### src/rtl/pwm_demodulator.sv
// PWM demodulator: frame-aligned duty measurement with lock tracking and a sampled output queue.
// Define PWM_DEMOD_FIFO_EN for a 4-entry output FIFO; otherwise a single overwrite register is used.
module pwm_demodulator #(
    parameter int DUTY_WIDTH  = 10,
    parameter int CLK_FREQ    = 100_000_000,
    parameter int SAMPLE_FREQ = 8000
) (
    input  logic                  clk,
    input  logic                  rst,
    input  logic                  pwm_in,
    output logic [DUTY_WIDTH-1:0] duty,
    output logic                  duty_valid,
    output logic [DUTY_WIDTH-1:0] sample,
    output logic                  sample_valid,
    input  logic                  sample_ready,
    output logic                  locked,
    output logic                  lock_err,
    output logic                  overflow
);

    localparam int TICK_RAW    = CLK_FREQ / SAMPLE_FREQ;
    localparam int TICK_PERIOD = (TICK_RAW < 1) ? 1 : TICK_RAW;
    localparam int TICK_W      = (TICK_PERIOD > 1) ? $clog2(TICK_PERIOD) : 1;
    localparam logic [TICK_W-1:0] TICK_LAST = TICK_W'(TICK_PERIOD - 1);
    localparam int HC_W = DUTY_WIDTH + 1;
    localparam logic [DUTY_WIDTH-1:0] FC_LAST = '1;
    localparam logic [1:0] MISS_LAST = 2'd3;

    typedef enum logic {
        HUNT   = 1'b0,
        LOCKED = 1'b1
    } state_t;

    state_t state_reg, state_next;

    logic sync_meta_reg, sync_reg, sync_prev_reg;
    logic rise;

    logic [DUTY_WIDTH-1:0] fc_reg;
    logic [HC_W-1:0]       hc_reg;
    logic [HC_W-1:0]       hc_sum;
    logic                  rise_seen_reg;
    logic [1:0]            miss_reg;

    logic                  realign;
    logic                  relock;
    logic                  pos_zero;
    logic                  frame_end;
    logic                  frame_valid;
    logic                  frame_sat;
    logic                  frame_zero;
    logic                  miss_frame;
    logic                  lose_lock;
    logic                  lock_err_set;
    logic [DUTY_WIDTH-1:0] frame_duty;

    logic [DUTY_WIDTH-1:0] duty_reg;
    logic                  duty_valid_reg;
    logic                  have_duty_reg;
    logic                  lock_err_reg;
    logic                  overflow_reg;

    logic [TICK_W-1:0]     tick_cnt_reg;
    logic                  tick;
    logic [DUTY_WIDTH-1:0] push_data;
    logic                  pop;

    // Two-flop synchronizer plus one history flop for edge detection.
    always_ff @(posedge clk) begin
        if (!rst) begin
            sync_meta_reg <= 1'b0;
            sync_reg      <= 1'b0;
            sync_prev_reg <= 1'b0;
        end else begin
            sync_meta_reg <= pwm_in;
            sync_reg      <= sync_meta_reg;
            sync_prev_reg <= sync_reg;
        end
    end

    assign rise = sync_reg & ~sync_prev_reg;

    // A rise in HUNT always aligns; in LOCKED only a rise off position 0 does.
    assign relock       = (state_reg == HUNT) && rise;
    assign lock_err_set = (state_reg == LOCKED) && rise && (fc_reg != '0);
    assign realign      = relock || lock_err_set;
    assign pos_zero     = realign || (fc_reg == '0);
    assign frame_end    = !realign && (fc_reg == FC_LAST);

    assign hc_sum     = (pos_zero ? {HC_W{1'b0}} : hc_reg) + HC_W'(sync_reg);
    assign frame_sat  = hc_sum[DUTY_WIDTH];
    assign frame_zero = (hc_sum == '0);
    assign frame_duty = frame_sat ? {DUTY_WIDTH{1'b1}} : hc_sum[DUTY_WIDTH-1:0];

    assign frame_valid = (state_reg == LOCKED) && frame_end;
    // A constant level carries no edges but is still a legitimate duty.
    assign miss_frame  = frame_valid && !rise_seen_reg && !frame_sat && !frame_zero;
    assign lose_lock   = miss_frame && (miss_reg == MISS_LAST);

    always_ff @(posedge clk) begin
        if (!rst) begin
            state_reg <= HUNT;
        end else begin
            state_reg <= state_next;
        end
    end

    always_comb begin
        state_next = state_reg;
        case (state_reg)
            HUNT: begin
                if (rise) begin
                    state_next = LOCKED;
                end
            end
            LOCKED: begin
                if (lose_lock) begin
                    state_next = HUNT;
                end
            end
            default: state_next = HUNT;
        endcase
    end

    always_comb begin
        locked = 1'b0;
        if (state_reg == LOCKED) begin
            locked = 1'b1;
        end
    end

    always_ff @(posedge clk) begin
        if (!rst) begin
            fc_reg        <= '0;
            hc_reg        <= '0;
            rise_seen_reg <= 1'b0;
            miss_reg      <= '0;
        end else begin
            fc_reg        <= realign ? DUTY_WIDTH'(1) : fc_reg + 1'b1;
            hc_reg        <= hc_sum;
            rise_seen_reg <= pos_zero ? rise : (rise_seen_reg | rise);
            if ((state_reg != LOCKED) || rise) begin
                miss_reg <= '0;
            end else if (frame_valid) begin
                miss_reg <= miss_frame ? miss_reg + 1'b1 : 2'd0;
            end
        end
    end

    always_ff @(posedge clk) begin
        if (!rst) begin
            duty_reg       <= '0;
            duty_valid_reg <= 1'b0;
            have_duty_reg  <= 1'b0;
            lock_err_reg   <= 1'b0;
        end else begin
            duty_valid_reg <= frame_valid;
            lock_err_reg   <= lock_err_set;
            if (frame_valid) begin
                duty_reg <= frame_duty;
            end
            if (relock) begin
                have_duty_reg <= 1'b0;
            end else if (frame_valid) begin
                have_duty_reg <= 1'b1;
            end
        end
    end

    always_ff @(posedge clk) begin
        if (!rst) begin
            tick_cnt_reg <= '0;
        end else if (tick) begin
            tick_cnt_reg <= '0;
        end else begin
            tick_cnt_reg <= tick_cnt_reg + 1'b1;
        end
    end

    assign tick = (tick_cnt_reg == TICK_LAST);

    // A frame finishing on the tick cycle wins over the older stored duty.
    always_comb begin
        push_data = '0;
        if (frame_valid) begin
            push_data = frame_duty;
        end else if (have_duty_reg && !relock) begin
            push_data = duty_reg;
        end
    end

    assign pop = sample_valid && sample_ready;

`ifdef PWM_DEMOD_FIFO_EN
    localparam logic [2:0] FIFO_DEPTH = 3'd4;

    logic [DUTY_WIDTH-1:0] fifo_mem [4];
    logic [1:0]            wr_ptr_reg;
    logic [1:0]            rd_ptr_reg;
    logic [2:0]            count_reg;
    logic                  fifo_full;
    logic                  push_accept;

    assign fifo_full   = (count_reg == FIFO_DEPTH);
    assign push_accept = tick && (!fifo_full || pop);

    always_ff @(posedge clk) begin
        if (push_accept) begin
            fifo_mem[wr_ptr_reg] <= push_data;
        end
    end

    always_ff @(posedge clk) begin
        if (!rst) begin
            wr_ptr_reg   <= '0;
            rd_ptr_reg   <= '0;
            count_reg    <= '0;
            overflow_reg <= 1'b0;
        end else begin
            if (push_accept) begin
                wr_ptr_reg <= wr_ptr_reg + 1'b1;
            end
            if (pop) begin
                rd_ptr_reg <= rd_ptr_reg + 1'b1;
            end
            case ({push_accept, pop})
                2'b10:   count_reg <= count_reg + 1'b1;
                2'b01:   count_reg <= count_reg - 1'b1;
                default: count_reg <= count_reg;
            endcase
            if (tick && !push_accept) begin
                overflow_reg <= 1'b1;
            end
        end
    end

    assign sample_valid = (count_reg != '0);
    // Entries are not reset, so the head is masked until it holds data.
    assign sample       = sample_valid ? fifo_mem[rd_ptr_reg] : '0;
`else
    logic [DUTY_WIDTH-1:0] sample_reg;
    logic                  sample_valid_reg;

    always_ff @(posedge clk) begin
        if (!rst) begin
            sample_reg       <= '0;
            sample_valid_reg <= 1'b0;
            overflow_reg     <= 1'b0;
        end else if (tick) begin
            sample_reg       <= push_data;
            sample_valid_reg <= 1'b1;
            if (sample_valid_reg && !pop) begin
                overflow_reg <= 1'b1;
            end
        end else if (pop) begin
            sample_valid_reg <= 1'b0;
        end
    end

    assign sample_valid = sample_valid_reg;
    assign sample       = sample_reg;
`endif

    assign duty       = duty_reg;
    assign duty_valid = duty_valid_reg;
    assign lock_err   = lock_err_reg;
    assign overflow   = overflow_reg;

endmodule

### config.mk
export PLATFORM = sky130hd
export DESIGN_NAME = pwm_demodulator
export DESIGN_NICKNAME = d
export VERILOG_FILES = /design/src/rtl/pwm_demodulator.sv
export SDC_FILE = /design/constraint.sdc
export NUM_CORES = 1
export LEC_CHECK = 0
export CAP_MARGIN = 20
export CORE_MARGIN = 5
export CORE_UTILIZATION = 40
export DETAILED_ROUTE_END_ITERATION = 7
export HOLD_SLACK_MARGIN = 0.05
export MAX_ROUTING_LAYER = met4
export SLEW_MARGIN = 20
export SYNTH_ARGS = -nofsm -noshare
export SYNTH_HDL_FRONTEND = slang
export SYNTH_SLANG_ARGS = --single-unit
### constraint.sdc
create_clock -name clk -period 5.1 [get_ports clk]
set_input_delay 1.02 -clock clk [delete_from_list [all_inputs] [get_ports clk]]
set_output_delay 1.02 -clock clk [all_outputs]
set_load 0.05 [all_outputs]
======== Yosys cells after proc, flatten, opt, wreduce, memory -nomap -nowiden ========
Cells that the tools add are included.
W data, S select, Z words.
storage, ports and cells
  word-level logic and storage cells ...... 72
  register bits after elaboration ......... 67
  input bits .............................. 4
  output and inout bits ................... 25
cells by class
  equal/unequal tests ..................... 3
  muxes and demuxes ....................... 13
  reduce and logical (&&, ||, !) cells .... 30
  bitwise operators ....................... 5
  $add $sub $neg .......................... 4
operators with widths
  operator                 number
  $mux W10                 3
  $add A14 B1 Y14 const B  1
  $eq A14 B14 Y1 const B   1
  $logic_and A1 B1 Y1      12
  $add A11 B1 Y11          1
  $logic_not A11 Y1        1
  $mux W11                 1
  $add A10 B1 Y10 const B  1
  $eq A10 B10 Y1 const B   1
  $logic_not A10 Y1        1
  $reduce_bool A10 Y1      1
  $reduce_or A2 Y1         4
  $mux W1                  7
  $logic_not A1 Y1         6
  $logic_or A1 B1 Y1       3
  $not A1 Y1               3
  $add A2 B1 Y2 const B    1
  $eq A2 B2 Y1 const B     1
  $mux W2                  1
  $pmux W1 S2              1
  $reduce_and A2 Y1        1
  $reduce_bool A2 Y1       1
  $and A1 B1 Y1            1
  $or A1 B1 Y1             1

======== Longest topological paths before layout ========
  depth in word-level cells ............... 14
  gate-level depth with buffers ........... 14
  mapped depth without buffers ............ 13

======== Worst setup path after synthesis ========
Ideal clock, no wire load.
  kind .................................... reg2reg
  start point ............................. register fc_reg[0]
  end point ............................... register miss_reg[0]
  data arrival time ....................... 2872 ps
  cell stages (with the launch flop) ...... 15
  buffers on the path ..................... 1
  library setup time ...................... 69 ps
  period minus slack after synthesis ...... 2941 ps
  required time ........................... 5031 ps
  path slack .............................. 2159 ps
  cell sequence ........................... dfxtp_1 -> inv_1 -> ha_1 -> nor3b_1 -> nand3_2 -> and3_1 -> ha_1 -> ha_1 -> clkbuf_1 -> nand3_2 -> nor3_2 -> xnor2_2 -> o21bai_1 -> or4b_1 -> o21ai_1
between the ends
  word-level cells in the longest chain between the ends .. 10
ends and longest elaborated chain
  element                                                         RTL line  RTL
  from (decl)                                                     39        logic [DUTY_WIDTH-1:0] fc_reg;
  from (signal assigned)                                          139       fc_reg <= realign ? DUTY_WIDTH'(1) : fc_reg + 1'b1;
  $reduce_bool A10 Y1                                             85        assign lock_err_set = (state_reg == LOCKED) && rise && (fc_reg != '0);
  $logic_and A1 B1 Y1                                             85
  $logic_or A1 B1 Y1                                              86        assign realign = relock || lock_err_set;
  $logic_or A1 B1 Y1 / $logic_not A1 Y1 (equally long branches)   87, 88
  $mux W11 / $logic_and A1 B1 Y1 (equally long branches)          90, 88
  $add A11 B1 Y11 / $logic_and A1 B1 Y1 (equally long branches)   90, 95
  $logic_not A11 Y1, or another cell as far along                 92        assign frame_zero = (hc_sum == '0);
  $logic_not A1 Y1 / $logic_and A1 B1 Y1 (equally long branches)  97        assign miss_frame = frame_valid && !rise_seen_reg && !frame_sat && !frame_zero;
  $logic_and A1 B1 Y1                                             97
  $mux W2                                                         145       miss_reg <= miss_frame ? miss_reg + 1'b1 : 2'd0;
  to (signal assigned)                                            145
  to (decl)                                                       43        logic [1:0] miss_reg;
Several ways; a longest one is shown, not always the timed one.
A chain may end at the register's enable or synchronous reset.

======== Worst setup path in the final report ========
Same ends and word-level chain as after synthesis.

==> summary.md <==
| Metric | Value |
|---|---|
| Status | `finished clean` |
| Die H | `98.1 um` |
| Die area | `9630 um^2` |
| I/O pin total | `29` |
| Post-Syn Area | `3110 um^2` |
| Leak pwr | `1.32 nW` |
| Syn avg cell area | `8.98 um^2` |
| Max reg flops | `14` |
| Gp weighted congestion | `0.904` |
| Hold slack | `0.438 ns` |
| Area contributors post-synth | `dfxtp_1 43%, nor2_1 5.4%, nand2_1 4.2%` |
| Critical path type | `reg -> reg` |
| Final slew viol count | `0` |
| P&R area growth vs syn | `17.1%` |
| Setup WS pre-CTS | `1.91 ns` |
| Worst Setup Slack, final | `1.87 ns` |
| Drt total wl | `6.58 mm` |
| Worst hold path class | `reg -> reg` |
| Post-synth EDFFs | `0` |
| Initial core utilization | `40.6%` |
| Drt first-iter violations | `143` |
| Layout cells sized above 1 | `8.60%` |
| F_max | `309 MHz` |
| Skew-Pair Late Insertion Delay | `0.35 ns` |
| # hold bufs at CTS | `0` |
| Residual DRC count | `0` |
| Measured slew at the worst slew-check pin | `0.708 ns` |
| N_diodes | `0` |
| RSZ-0062 raised after global routing | `no` |
| Power Density | `297 nW/um^2` |
| FFs w/ async S/R, synth | `0%` |
| Row cnt | `32` |
| Detailed Place HPWL | `4.80 mm` |
| CP Launch Type | `flop` |
| Worst Skew | `0.00916 ns` |
| Worst vdd ir | `0.000223 V` |
| Slew headroom | `52.7%` |
| Total core area | `7650 um^2` |
| Mapped Nets | `357` |
| Vias in the first global route | `2326` |
| Die width | `98.1 um` |
| Final net count | `378` |
| MaxCap Viol Count | `0` |
| Postcts setup bufs | `0` |
| Synth Instances | `346` |
| R2r endpoint | `miss_reg[0]` |
| Global-route wire length before repair | `11.2 mm` |
| Data required, critical path | `5.38 ns` |
| Cell area after layout | `3640 um^2` |
| Root buf cell | `clkbuf_8` |
| Final Setup Violations | `0` |
| Area post-placement | `3410 um^2` |
| Worst setup EP type | `flop` |
| GRT Util Overall | `14.7%` |
| Final hold vios | `0` |
| Maximum number of pins on one net before global-route repair | `22` |
| Seq/Total Area, Yosys | `43.2%` |
| Detailed Routing Iterations Pass 1 | `4` |
| Hold path startpoint | `sync_meta_reg` |
| Wirelength per Cell | `13.9 um` |
| Gr ovfl total | `0` |
| Via count | `2438` |
| Clk slew on worst S/H paths | `0.07 ns` |
| Critical Path AT | `3.51 ns` |
| CTS tree | `built` |
| R2R Setup Slk | `1.87 ns` |
| Port Buffers | `28` |
| Clk buf depth | `2` |
| Post-cts repair resize count | `0` |
| Ys Warns | `0` |
| Synth unique cells | `57` |
| FF+latch count, synth | `67` |
| Hold depth | `1` |
| TritonCTS buffer count | `9` |
| Top-area cell type share of the netlist area | `43.2%` |
| Crit share post-route | `63.4%` |
| Vias/cell | `5.14` |
| Initial antenna violation count | `0` |
| Reg-to-Reg Start | `fc_reg[0]` |
| Synth area leader | `dfxtp_1` |
| Hold Crit Endpoint | `sync_reg` |
| R2R depth | `13` |
| Clock sinks | `67` |
| Worst-path fanout max | `10` |
| Post-layout util | `47.5%` |
| Htree depth | `3` |
| Setup TNS | `0 ns` |
| Antenna viol nets, final | `0` |
| Ys flop type | `dfxtp_1` |
| Post-route minimum period | `3.23 ns` |
[through the flow]
step	total power, W	std cells
2_1_floorplan	0.000581	346
3_3_place_gp	0.000590	458
3_5_place_dp	0.000590	458
4_1_cts	0.00109	474
5_1_grt	0.00112	474
6_report	0.00108	474
[cell type report]
class,instances,area (um^2)
sequential,67,1340
multi-input combinational,255,1640
tap,102,128
inverter,6,22.5
clock inverter,4,72.6
timing repair buffer,28,280
clock buffer,12,155
fill,731,4010
[synth_stat cells, types with 2 or more instances]
| master | instances |
|---|---|
| a22oi_1 | 8 |
| nor3_1 | 4 |
| inv_1 | 5 |
| o31ai_1 | 2 |
| a32o_1 | 2 |
| and4_1 | 3 |
| and3_4 | 2 |
| buf_6 | 4 |
| xor2_1 | 13 |
| nand3_1 | 17 |
| or3_1 | 3 |
| nand3_2 | 2 |
| xnor2_1 | 14 |
| o221a_2 | 2 |
| clkbuf_1 | 7 |
| o21ai_1 | 4 |
| mux2_1 | 2 |
| dfxtp_1 | 67 |
| o21ai_0 | 3 |
| buf_2 | 5 |
| nor2_1 | 45 |
| o2111ai_1 | 2 |
| and2_1 | 11 |
| nand2b_1 | 2 |
| nor3b_1 | 2 |
| ha_1 | 7 |
| mux2i_1 | 2 |
| and3_1 | 16 |
| o21bai_1 | 4 |
| nand4_1 | 7 |
| nand2_1 | 35 |
| a21oi_1 | 19 |
[power by group]
group	internal [W]	switching, W
Combinational	0.0000144	0.0000294
Clock	0.000301	0.000200
Sequential	0.000529	0.00000535
Total	0.000845	0.000235
[cell usage in the layout, fill, tap and decap left out, types with 3 or more instances in the layout]
cell type	Yosys	layout
dfxtp_1	67	67
nor2_1	45	45
nand2_1	35	35
clkdlybuf4s50_1	0	28
a21oi_1	19	19
nand3_1	17	17
and3_1	16	16
xnor2_1	14	14
xor2_1	13	13
and2_1	11	11
clkbuf_8	0	11
a22oi_1	8	8
nand4_1	7	7
ha_1	7	7
inv_1	5	5
o21ai_1	4	4
o21bai_1	4	4
nor3_1	4	4
and4_1	3	3
o21ai_0	3	3
or3_1	3	3
[metal layers]
layer	track usage, %	vias to the layer above	routed length, um	share of wire, %
met2	21.5	45	2840	43
li1	-	1247	-	-
met5	-	-	0	0
met1	19.7	1134	3340	51
met4	6.60	0	126	1.9
met3	2.86	12	281	4.3
[critical path, stage by stage, from the launching register on]
cell and delay [ns]:
dfxtp_1 0.33, inv_1 0.08, ha_1 0.13, nor3b_1 0.34, nand3_2 0.19, and3_1 0.24
ha_1 0.18, ha_1 0.28, nand3_2 0.15, nor3_2 0.07, xnor2_2 0.40, o21bai_1 0.16
or4b_1 0.48, o21ai_1 0.11
[worst max path at each step]
stage / startpoint / endpoint / slack, ns / cells past startpoint
floorplan: fc_reg[0] / miss_reg[0] / 2.16 / 14
global placement: rst / sample[1] / 1.92 / 5
detailed placement: fc_reg[0] / miss_reg[0] / 1.91 / 13
CTS: fc_reg[0] / miss_reg[0] / 1.87 / 13
global route: fc_reg[0] / miss_reg[0] / 1.59 / 13
finish: fc_reg[0] / miss_reg[0] / 1.87 / 13
[logic make-up (layout without fill, tap and decap cells)]
kind of cell	after synthesis	after routing	synth area share, %
flip-flops	67	67	43.2
multiplexers	4	4	1.37
XOR/XNOR	28	28	8.14
AO/OA/AOI/OAI	53	53	11.7
adder cells (fa/ha/maj)	7	7	2.82
AND/OR/NAND/NOR	163	163	28.6
buffers and inverters	24	50	4.11
Power figures use the tool's default switching activity.
